[src/rtl/pattern_seq.sv]
// pattern_seq: address sequencer (loop / one-shot / ping-pong) over a writable pattern table,
// emitting either the table word or the raw address.
module pattern_seq #(
    parameter int DW = 4,
    parameter int AW = 4
) (
    input  logic          CLK,
    input  logic          RESET,
    input  logic          START,
    input  logic          PAUSE,
    input  logic [1:0]    MODE,
    input  logic [AW-1:0] LAST,
    input  logic          SEL_IN,
    input  logic          WE,
    input  logic [AW-1:0] WADDR,
    input  logic [DW-1:0] WDATA,
    output logic [DW-1:0] OUTDATA,
    output logic [AW-1:0] ADDR,
    output logic          BUSY,
    output logic          DONE,
    output logic          WRAP
);
    typedef enum logic [1:0] {IDLE, RUN, FIN} state_t;
    state_t state_q, state_d;
    logic [AW-1:0] addr_q, addr_d;
    logic dir_q, dir_d, wrap_q, wrap_d;
    logic [DW-1:0] table_q [2**AW];

    always_ff @(posedge CLK or posedge RESET) begin
        if (RESET) begin
            state_q <= IDLE;
            addr_q <= '0;
            dir_q <= 1'b0;
            wrap_q <= 1'b0;
        end else begin
            state_q <= state_d;
            addr_q <= addr_d;
            dir_q <= dir_d;
            wrap_q <= wrap_d;
        end
    end

    always_ff @(posedge CLK or posedge RESET) begin
        if (RESET) begin
            for (int i = 0; i < 2**AW; i++) table_q[i] <= DW'(i);
        end else if (WE) begin
            table_q[WADDR] <= WDATA;
        end
    end

    always_comb begin
        state_d = state_q;
        addr_d = addr_q;
        dir_d = dir_q;
        wrap_d = 1'b0;
        if (START) begin
            state_d = RUN;
            addr_d = '0;
            dir_d = 1'b0;
        end else if (state_q == RUN && !PAUSE) begin
            if (MODE == 2'b01) begin
                if (addr_q >= LAST) state_d = FIN;
                else addr_d = addr_q + AW'(1);
            end else if (MODE == 2'b10) begin
                if (dir_q) begin
                    if (addr_q <= AW'(1)) begin
                        addr_d = '0;
                        dir_d = 1'b0;
                        wrap_d = 1'b1;
                    end else begin
                        addr_d = addr_q - AW'(1);
                    end
                end else if (LAST == '0) begin
                    addr_d = '0;
                    wrap_d = 1'b1;
                end else if (addr_q >= LAST) begin
                    // with LAST=1 the turn lands on 0, which is itself the return
                    addr_d = LAST - AW'(1);
                    dir_d = (LAST != AW'(1));
                    wrap_d = (LAST == AW'(1));
                end else begin
                    addr_d = addr_q + AW'(1);
                end
            end else begin
                wrap_d = (addr_q >= LAST);
                addr_d = wrap_d ? '0 : addr_q + AW'(1);
            end
        end
    end

    assign OUTDATA = SEL_IN ? DW'(addr_q) : table_q[addr_q];
    assign ADDR = addr_q;
    assign BUSY = (state_q == RUN);
    assign DONE = (state_q == FIN);
    assign WRAP = wrap_q;
endmodule

[config.mk]
export PLATFORM = sky130hd
export DESIGN_NAME = pattern_seq
export DESIGN_NICKNAME = d
export VERILOG_FILES = /design/src/rtl/pattern_seq.sv
export SDC_FILE = /design/constraint.sdc
export NUM_CORES = 1
export LEC_CHECK = 0
export ABC_AREA = 1
export CELL_PAD_IN_SITES_DETAIL_PLACEMENT = 0
export CELL_PAD_IN_SITES_GLOBAL_PLACEMENT = 1
export CORE_ASPECT_RATIO = 0.75
export CORE_MARGIN = 5
export CORE_UTILIZATION = 40
export CTS_BUF_LIST = sky130_fd_sc_hd__clkbuf_8 sky130_fd_sc_hd__clkbuf_16
export DETAILED_ROUTE_END_ITERATION = 8
export PLACE_DENSITY = 0.82
export SLEW_MARGIN = 10
export SYNTH_ARGS = -nofsm -noshare
export SYNTH_HDL_FRONTEND = slang
export SYNTH_SLANG_ARGS = --single-unit
[constraint.sdc]
create_clock -name CLK -period 4.8 [get_ports CLK]
set_input_delay 0.96 -clock CLK [delete_from_list [all_inputs] [get_ports CLK]]
set_output_delay 0.96 -clock CLK [all_outputs]
set_load 0.01 [all_outputs]
# After elaboration in Yosys (flattened, before gate mapping)

Cells that the tools add are included.

Register bits: 72
Input port bits: 20
Output and inout port bits: 11
Word-level logic and storage cells: 86

Add/sub/neg operators: 3
$lt $le $gt $ge: 5
Equality and inequality tests: 8
Muxes and demuxes: 37
Bitwise gates (word level): 2
Reduce and logical (&&, ||, !) cells: 11

Operator list:

| operator            | number |
|---|---|
| $bwmux 64           | 1 |
| $mux 4              | 14 |
| $bmux 4 s4          | 1 |
| $demux 4 s4         | 1 |
| $mux 1              | 16 |
| $ge 5x5->1 const B  | 2 |
| $not 4->5           | 2 |
| $mux 2              | 4 |
| $reduce_bool 2->1   | 4 |
| $sub 4x1->4 const B | 2 |
| $reduce_and 3->1    | 2 |
| $lt 5x1->1 const B  | 1 |
| $add 4x1->4 const B | 1 |
| $eq 2x1->1 const B  | 2 |
| $eq 2x2->1 const B  | 2 |
| $eq 4x1->1 const B  | 1 |
| $ge 4x4->1          | 1 |
| $le 4x1->1 const B  | 1 |
| $logic_not 4->1     | 1 |
| $ne 4x1->1 const B  | 1 |
| $ne 3x3->1 const B  | 1 |
| $logic_and 1x1->1   | 2 |
| $ne 2x2->1 const B  | 1 |
| $reduce_and 2->1    | 1 |
| $logic_not 1->1     | 1 |

# Longest topological paths before layout

Gate-level depths: netlist of run 1.

Depth after elaboration: 8
Mapped depth: 16

# Worst setup path before layout of run 1

OpenSTA, ideal clock, no wires.

Path kind: input to output
Start point: input SEL_IN
End point: output OUTDATA[1]
Data arrival time: 1.443 ns
Required time: 3.840 ns
Setup slack: 2.397 ns
Cell stages on the path: 4
Buffers on the path: 0
Path through: inv_1 -> nand3_1 -> nor3_1 -> o21bai_1

Word-level cells in the longest chain between the ends: 1

Ends and longest elaborated chain:

| element         | line | source |
|---|---|---|
| start, declared | 13   | `input logic SEL_IN,` |
| $mux 4          | 91   | `assign OUTDATA = SEL_IN ? DW'(addr_q) : table_q[addr_q];` |
| end, declared   | 17   | `output logic [DW-1:0] OUTDATA,` |

Every way passes these cells.

# Worst setup path in the final report of run 1

Start point: register addr_q[1], in the netlist ADDR[1]
End point: output OUTDATA[0]

Word-level cells in the longest chain between the ends: 5

Ends and longest elaborated chain:

| element                                    | line | source |
|---|---|---|
| start, declared                            | 25   | `logic [AW-1:0] addr_q, addr_d;` |
| start signal, assigned                     | 37   | `addr_q <= addr_d;` |
| $not 4->5 (implied by the code)            | 91   |  |
| $bmux 4 s4                                 | 91   |  |
| $mux 4 (implied by the code) (2 in series) | 91   |  |
| $mux 4                                     | 91   |  |

Every way passes these cells. The select of a mux whose other input is x is not followed.

==> results of run 1 <==
kinds of logic (layout without fill, tap and decap cells):
group           Yosys count  in the layout
compound gates          132            132
xor+xnor                  2              2
fa+ha+maj                10             10
buf+inv                  72            105
flops                    72             72
simple gates            232            232
flip-flops by register name, summed over array words and instances (netlist names):
signal	count
table_q	64
ADDR	4
state_q	2
WRAP	1
dir_q	1
worst max-delay path, delay by kind of cell, from the launching register on:
family / cells / cell delay, ns
compound gates: 3 / 0.47
buf+inv: 3 / 1.24
flops: 1 / 0.35
simple gates: 3 / 0.31
power groups by stage:
stage | logic (uW) | clock network, uW | registers (uW)
floorplan | 583 | 0 | 845
global placement | 799 | 0 | 872
detailed placement | 811 | 0 | 874
CTS | 813 | 625 | 866
global route | 926 | 648 | 884
finish | 816 | 612 | 868
per-layer routing:
layer | track usage, % | vias up | wire length, um
met3 | 4.066 | 12 | 633
met5 | 0 | - | 0
met1 | 27.68 | 1668 | 5361
li1 | - | 1758 | -
met4 | 4.603 | 0 | 106
met2 | 27.86 | 88 | 4600
cell type report:
type / count / area [sq um]
inverters: 56 / 212.7
well taps: 132 / 165.2
multi-input cells: 376 / 1839
clock buffers: 10 / 239.0
repair buffers: 33 / 322.8
fillers: 964 / 5041
flip-flops and latches: 72 / 1842
clock inverters: 6 / 35.03
placed cells by master (no fill, tap or decap), drive strengths merged:
cell,synthesis,routed
nand2,140,140
o21ai,86,86
inv,56,56
nor2,54,54
dfrtp,40,40
dfstp,32,32
a21oi,32,32
clkdlybuf4s50,0,30
nand3,29,29
ha,10,10
clkbuf,4,10
o22ai,4,4
clkinv,0,4
o211ai,4,4
nor3,4,4
nand4,3,3
buf,12,3
a31oi,2,2
xnor2,2,2
o221ai,2,2
clkinvlp,0,2
or2,1,1
o21bai,1,1
o2111ai,1,1
nor4,1,1
final timing paths:
path	startpoint	to	cells past startpoint	slack, ns
worst max-delay path	ADDR[1]	OUTDATA[0]	9	1.10
worst min-delay path	table_q[4]	table_q[4]	2	0.49
worst max register to register	ADDR[0]	ADDR[1]	11	2.53
worst min register to register	table_q[4]	table_q[4]	2	0.49
max in group asynchronous	RESET	table_q[23]	3	2.66
min in group asynchronous	RESET	table_q[44]	2	1.17
stage by stage:
| stage | total power (uW) | cells | hold slack (ns) |
|---|---|---|---|
| floorplan | 1428 | 520 | 0.4478 |
| global placement | 1671 | 669 | 0.4678 |
| detailed placement | 1685 | 669 | 0.4779 |
| CTS | 2304 | 685 | 0.4897 |
| global route | 2457 | 685 | 0.5008 |
| finish | 2296 | 685 | 0.4891 |
==> results.json, run 1 <==
{
  "nNetsFinal": 578,
  "die_x_um": 125.3,
  "synth_top_cell_by_area": "dfrtp_1",
  "cts_setup_buffers": 0,
  "cts_resized": 0,
  "seqPwrFrac_pct": 37.8,
  "synth_edf_count": 0,
  "hp-class": "register to register",
  "grt_max_degree": 48,
  "relSlewSlack_pct": 34.39,
  "drive_gt1_share_pct": 12.30,
  "p_clk_share_pct": 26.7,
  "synthAdderAreaFrac_pct": 3.136,
  "place_hpwl_mm": 7.608,
  "ir_worst_vdd_v": 0.0002563,
  "p_per_area_nw_per_um2": 493.1,
  "h-tree-depth": 3,
  "crit_type": "register to primary output",
  "postLayoutSetupSlackWorst_ns": 1.100,
  "routedWlPerCell_um": 15.62,
  "diodes": 0,
  "core-area_sq_um": 9697,
  "synth_common_cells": "nand2_1 (138), o21ai_0 (84), inv_1 (54)",
  "hold_buffers": 0,
  "worst-endpoint-arrival_ns": 2.74,
  "synthSimpleGateAreaFrac_pct": 24.68,
  "dpl_cell_area_sq_um": 4382,
  "post_synth.cell_area_avg_sq_um": 7.673,
  "clk-insertion-delay-late_ns": 0.33,
  "cp-end-kind": "primary output",
  "finalSetupViolCount": 0,
  "synth_compound_area_share_pct": 17.84,
  "synthToLayoutAreaGrowth_pct": 16.68,
  "die_h_um": 96.50,
  "syn_nets": 550,
  "die_area_sq_um": 12090,
  "drt_iter0_markers": 278,
  "combinationalPowerShare_pct": 35.5,
  "muxShareOfSynthArea_pct": 0,
  "cts_made_buffers": 9,
  "netlist_top_cells_area": "dfrtp_1 (25%), dfstp_2 (21%), nand2_1 (13%), o21ai_0 (11%), inv_1 (5.1%)",
  "slew_violations": 0,
  "hold_viol": 0,
  "layout_min_cycle_time_ns": 3.700,
  "root_buffer": "clkbuf_16",
  "final_area_sq_um": 4656,
  "period_share_pct": 77.09,
  "ys_ff_latch": 72,
  "synth-xor-area-share_pct": 0.4390,
  "yosysSeqAreaShare_pct": 46.16,
  "grt.total_usage_pct": 18.66,
  "synth.most_common_cell": "nand2_1",
  "grt_first_pass_wirelength_mm": 17.61,
  "vias_per_cell": 5.147,
  "cts_tree": "built",
  "grt_pass1_vias": 3291,
  "crit_chain": "buf_4, inv_1, o21ai_0, o22ai_1, nand2_1, nand3_1, a21oi_1, nor2_1, clkdlybuf4s50_1",
  "yosys_warnings": 0,
  "post-route-util_pct": 48.01,
  "path_clk_slew_ns": 0.06,
  "start_util_pct": 41.15,
  "synth_ff_type": "dfrtp_1",
  "fin_skew_ns": 0.005239,
  "cts.sinks": 72,
  "fmax_mhz": 270.2,
  "io_pins": 31,
  "synth_cell_types": 35,
  "crit_required_ns": 3.84,
  "intPower_uw": 1438,
  "synth_cells": 520,
  "tightest_slew_ns": 0.9842,
  "place_ws_ns": 1.266,
  "cts_buffer_depth": 2,
  "gp_congestion": 0.8448,
  "synth_top_area_share_pct": 25.09,
  "drt_wl_total_mm": 10.70,
  "maxCapViolations": 0,
  "overflow": 0,
  "leakagePower_uw": 0.002102,
  "synth_top_family_by_area": "simple AND/OR/NAND/NOR gates",
  "ant_nets": 0,
  "netSwitchingFraction_pct": 37.38,
  "io_buffers": 30,
  "critPathMaxFanout": 20,
  "cp_slowest_stage_delay_ns": 0.56,
  "start_kind": "register",
  "outcome": "finished, final reports clean",
  "grt_setup_unrepaired": "false",
  "tns_ns": 0,
  "drcViolationCount": 0,
  "antenna_found_initial": 0,
  "vias": 3526,
  "rows": 31,
  "slowest_stage": "clkdlybuf4s50_1",
  "netlist_area_sq_um": 3990,
  "ys_async_sr_fraction_pct": 100.0,
  "dr.pass1.iters": 5,
  "switching_power_uw": 858.2
}
Power figures use the tool's default switching activity.
==> run 2: changes to the inputs <==
==> constraint.sdc (replaced) <==
create_clock -name CLK -period 3.5 [get_ports CLK]
set_input_delay 0.7 -clock CLK [delete_from_list [all_inputs] [get_ports CLK]]
set_output_delay 0.7 -clock CLK [all_outputs]
set_load 0.01 [all_outputs]
==> run 2 against run 1 <==
Effect of this change:
- worst setup slack worse by 0.75 ns
- sequential power is 37% higher
- register-to-register slack worse by 1.1 ns
- clock power is 53% higher
- final cell count is 0.44% higher
- core utilization is 0.58 points higher
- first-iteration DRC count is 11% higher
- global-route usage is 0.50 points higher
- worst hold slack worse by 0.0042 ns
- sequential share of layout area is 0.47 points lower
- total power is 42% higher
- non-clock buffer count is 3 higher
- largest cell class unchanged
==> results.json, run 2 (synthesized netlist as in run 1, its figures left out) <==
{
  "h-tree-depth": 3,
  "drt_iter0_markers": 308,
  "antenna_found_initial": 0,
  "post-route-util_pct": 48.59,
  "slowest_stage": "clkdlybuf4s50_1",
  "critPathBufInv": 2,
  "leakagePower_uw": 0.002130,
  "crit_required_ns": 2.80,
  "final_cell_mix": "nand2_1 (138), o21ai_0 (84), inv_1 (53), nor2_1 (49), dfrtp_1 (40)",
  "p_per_area_nw_per_um2": 692.2,
  "fin_skew_ns": 0.0008764,
  "core-area_sq_um": 9697,
  "outcome": "finished, final reports clean",
  "power_uw": 3262,
  "largest_reg_flops": 64,
  "diodes": 0,
  "grt_max_degree": 38,
  "cp-end-kind": "primary output",
  "final_common_cell": "nand2_1",
  "tns_ns": 0,
  "grt_pass1_vias": 3459,
  "path_clk_slew_ns": 0.06,
  "timing.hold.ws_ns": 0.4849,
  "clk-insertion-delay-late_ns": 0.34,
  "period_share_pct": 90.12,
  "fmax_mhz": 317.0,
  "ff2ff_path_depth": 9,
  "rows": 31,
  "grt.total_usage_pct": 19.16,
  "largest-register": "table_q",
  "io_buffers": 30,
  "die_h_um": 96.50,
  "rr_endpoint": "ADDR[1]",
  "cts_setup_buffers": 0,
  "hold_path.startpoint": "table_q[44]",
  "die_area_sq_um": 12090,
  "root_buffer": "clkbuf_16",
  "worst-endpoint-arrival_ns": 2.45,
  "drcViolationCount": 0,
  "io_pins": 31,
  "place_hpwl_mm": 7.883,
  "finalSetupViolCount": 0,
  "start_kind": "register",
  "ant_nets": 0,
  "drive_gt1_share_pct": 12.77,
  "ir_worst_vdd_v": 0.0003222,
  "rrSetupSlack_ns": 1.40,
  "synthToLayoutAreaGrowth_pct": 18.09,
  "cp_top_family": "buffers and inverters",
  "nNetsFinal": 581,
  "cts_buffer_depth": 2,
  "crit_chain": "inv_1, o21ai_0, o22ai_1, nand2_1, nand3_1, a21oi_1, nor2_1, clkdlybuf4s50_1",
  "holdPathEnd": "table_q[44]",
  "hold_viol": 0,
  "grt_first_pass_wirelength_mm": 18.04,
  "relSlewSlack_pct": 61.61,
  "cts_tree": "built",
  "maxCapViolations": 0,
  "slew_violations": 0,
  "reg2reg_from": "ADDR[3]",
  "hp-class": "register to register",
  "cp_slowest_stage_delay_ns": 0.57,
  "routedWlPerCell_um": 15.98,
  "tightest_slew_ns": 0.5753,
  "hold_depth": 2,
  "critPathMaxFanout": 15,
  "vias": 3596,
  "gp_congestion": 0.8518,
  "cts.sinks": 72,
  "overflow": 0,
  "dr.pass1.iters": 5,
  "vias_per_cell": 5.227,
  "drt_wl_total_mm": 11.00,
  "die_x_um": 125.3,
  "grt_setup_unrepaired": "false",
  "layout_min_cycle_time_ns": 3.154,
  "hold_buffers": 0,
  "cts_made_buffers": 9,
  "start_util_pct": 41.15,
  "crit_type": "register to primary output",
  "cts_resized": 0
}
run 2: changes by cell type in the layout (fill, tap and decap cells not counted), sizes merged:
cell,delta
buf,+3
clkinv,-2
bufinv,+1
clkbuf,+1
run 2: area by class of cell:
class                           count  area [sq um]
Fill cell                         998          4985
Sequential cell                    72          1842
Multi-Input combinational cell    376          1839
Timing Repair Buffer               36         345.3
Clock buffer                       11         252.7
Inverter                           56         212.7
Tap cell                          132         165.2
Clock inverter                      5         55.05
run 2: how the worst max path moves through the flow:
stage,startpoint,endpoint,depth (start not counted),slack [ns]
6_report,ADDR[1],OUTDATA[0],8,0.35
5_1_grt,ADDR[1],OUTDATA[0],8,0.16
4_1_cts,ADDR[2],OUTDATA[0],7,0.36
3_5_place_dp,SEL_IN,OUTDATA[1],6,0.49
3_3_place_gp,SEL_IN,OUTDATA[1],6,0.48
2_1_floorplan,RESET,ADDR[0],1,1.03
run 2: layer usage:
layer | vias to the layer above | track usage, % | share of wire [%]
met5 | - | 0 | 0
met4 | 0 | 6.769 | 1.7
met3 | 17 | 4.505 | 5.4
met2 | 92 | 28.67 | 44
met1 | 1720 | 27.35 | 49
li1 | 1767 | - | -
run 2: power by group:
part | total [uW] | leakage (uW) | switching (uW) | internal (uW)
clock network | 935 | 0.000148 | 348 | 587
registers | 1190 | 0.000833 | 123 | 1070
logic | 1140 | 0.00115 | 714 | 423
total | 3260 | 0.00213 | 1180 | 2080
run 2: stage by stage:
step                      setup slack (ns)  cells  cell area, sq um
after floorplan                      1.028    520              3990
after global placement              0.4792    672              4404
after detailed placement            0.4881    672              4404
after CTS                           0.3562    688              4712
after global routing                0.1596    688              4712
final                               0.3459    688              4712
run 2: worst reg2reg max path: cells and delay by family, from the launching register on:
| family | cells | cell delay (ns) |
|---|---|---|
| fa+ha+maj | 1 | 0.39 |
| buf+inv | 2 | 0.17 |
| flops | 1 | 0.70 |
| compound gates | 1 | 0.24 |
| simple gates | 5 | 0.50 |
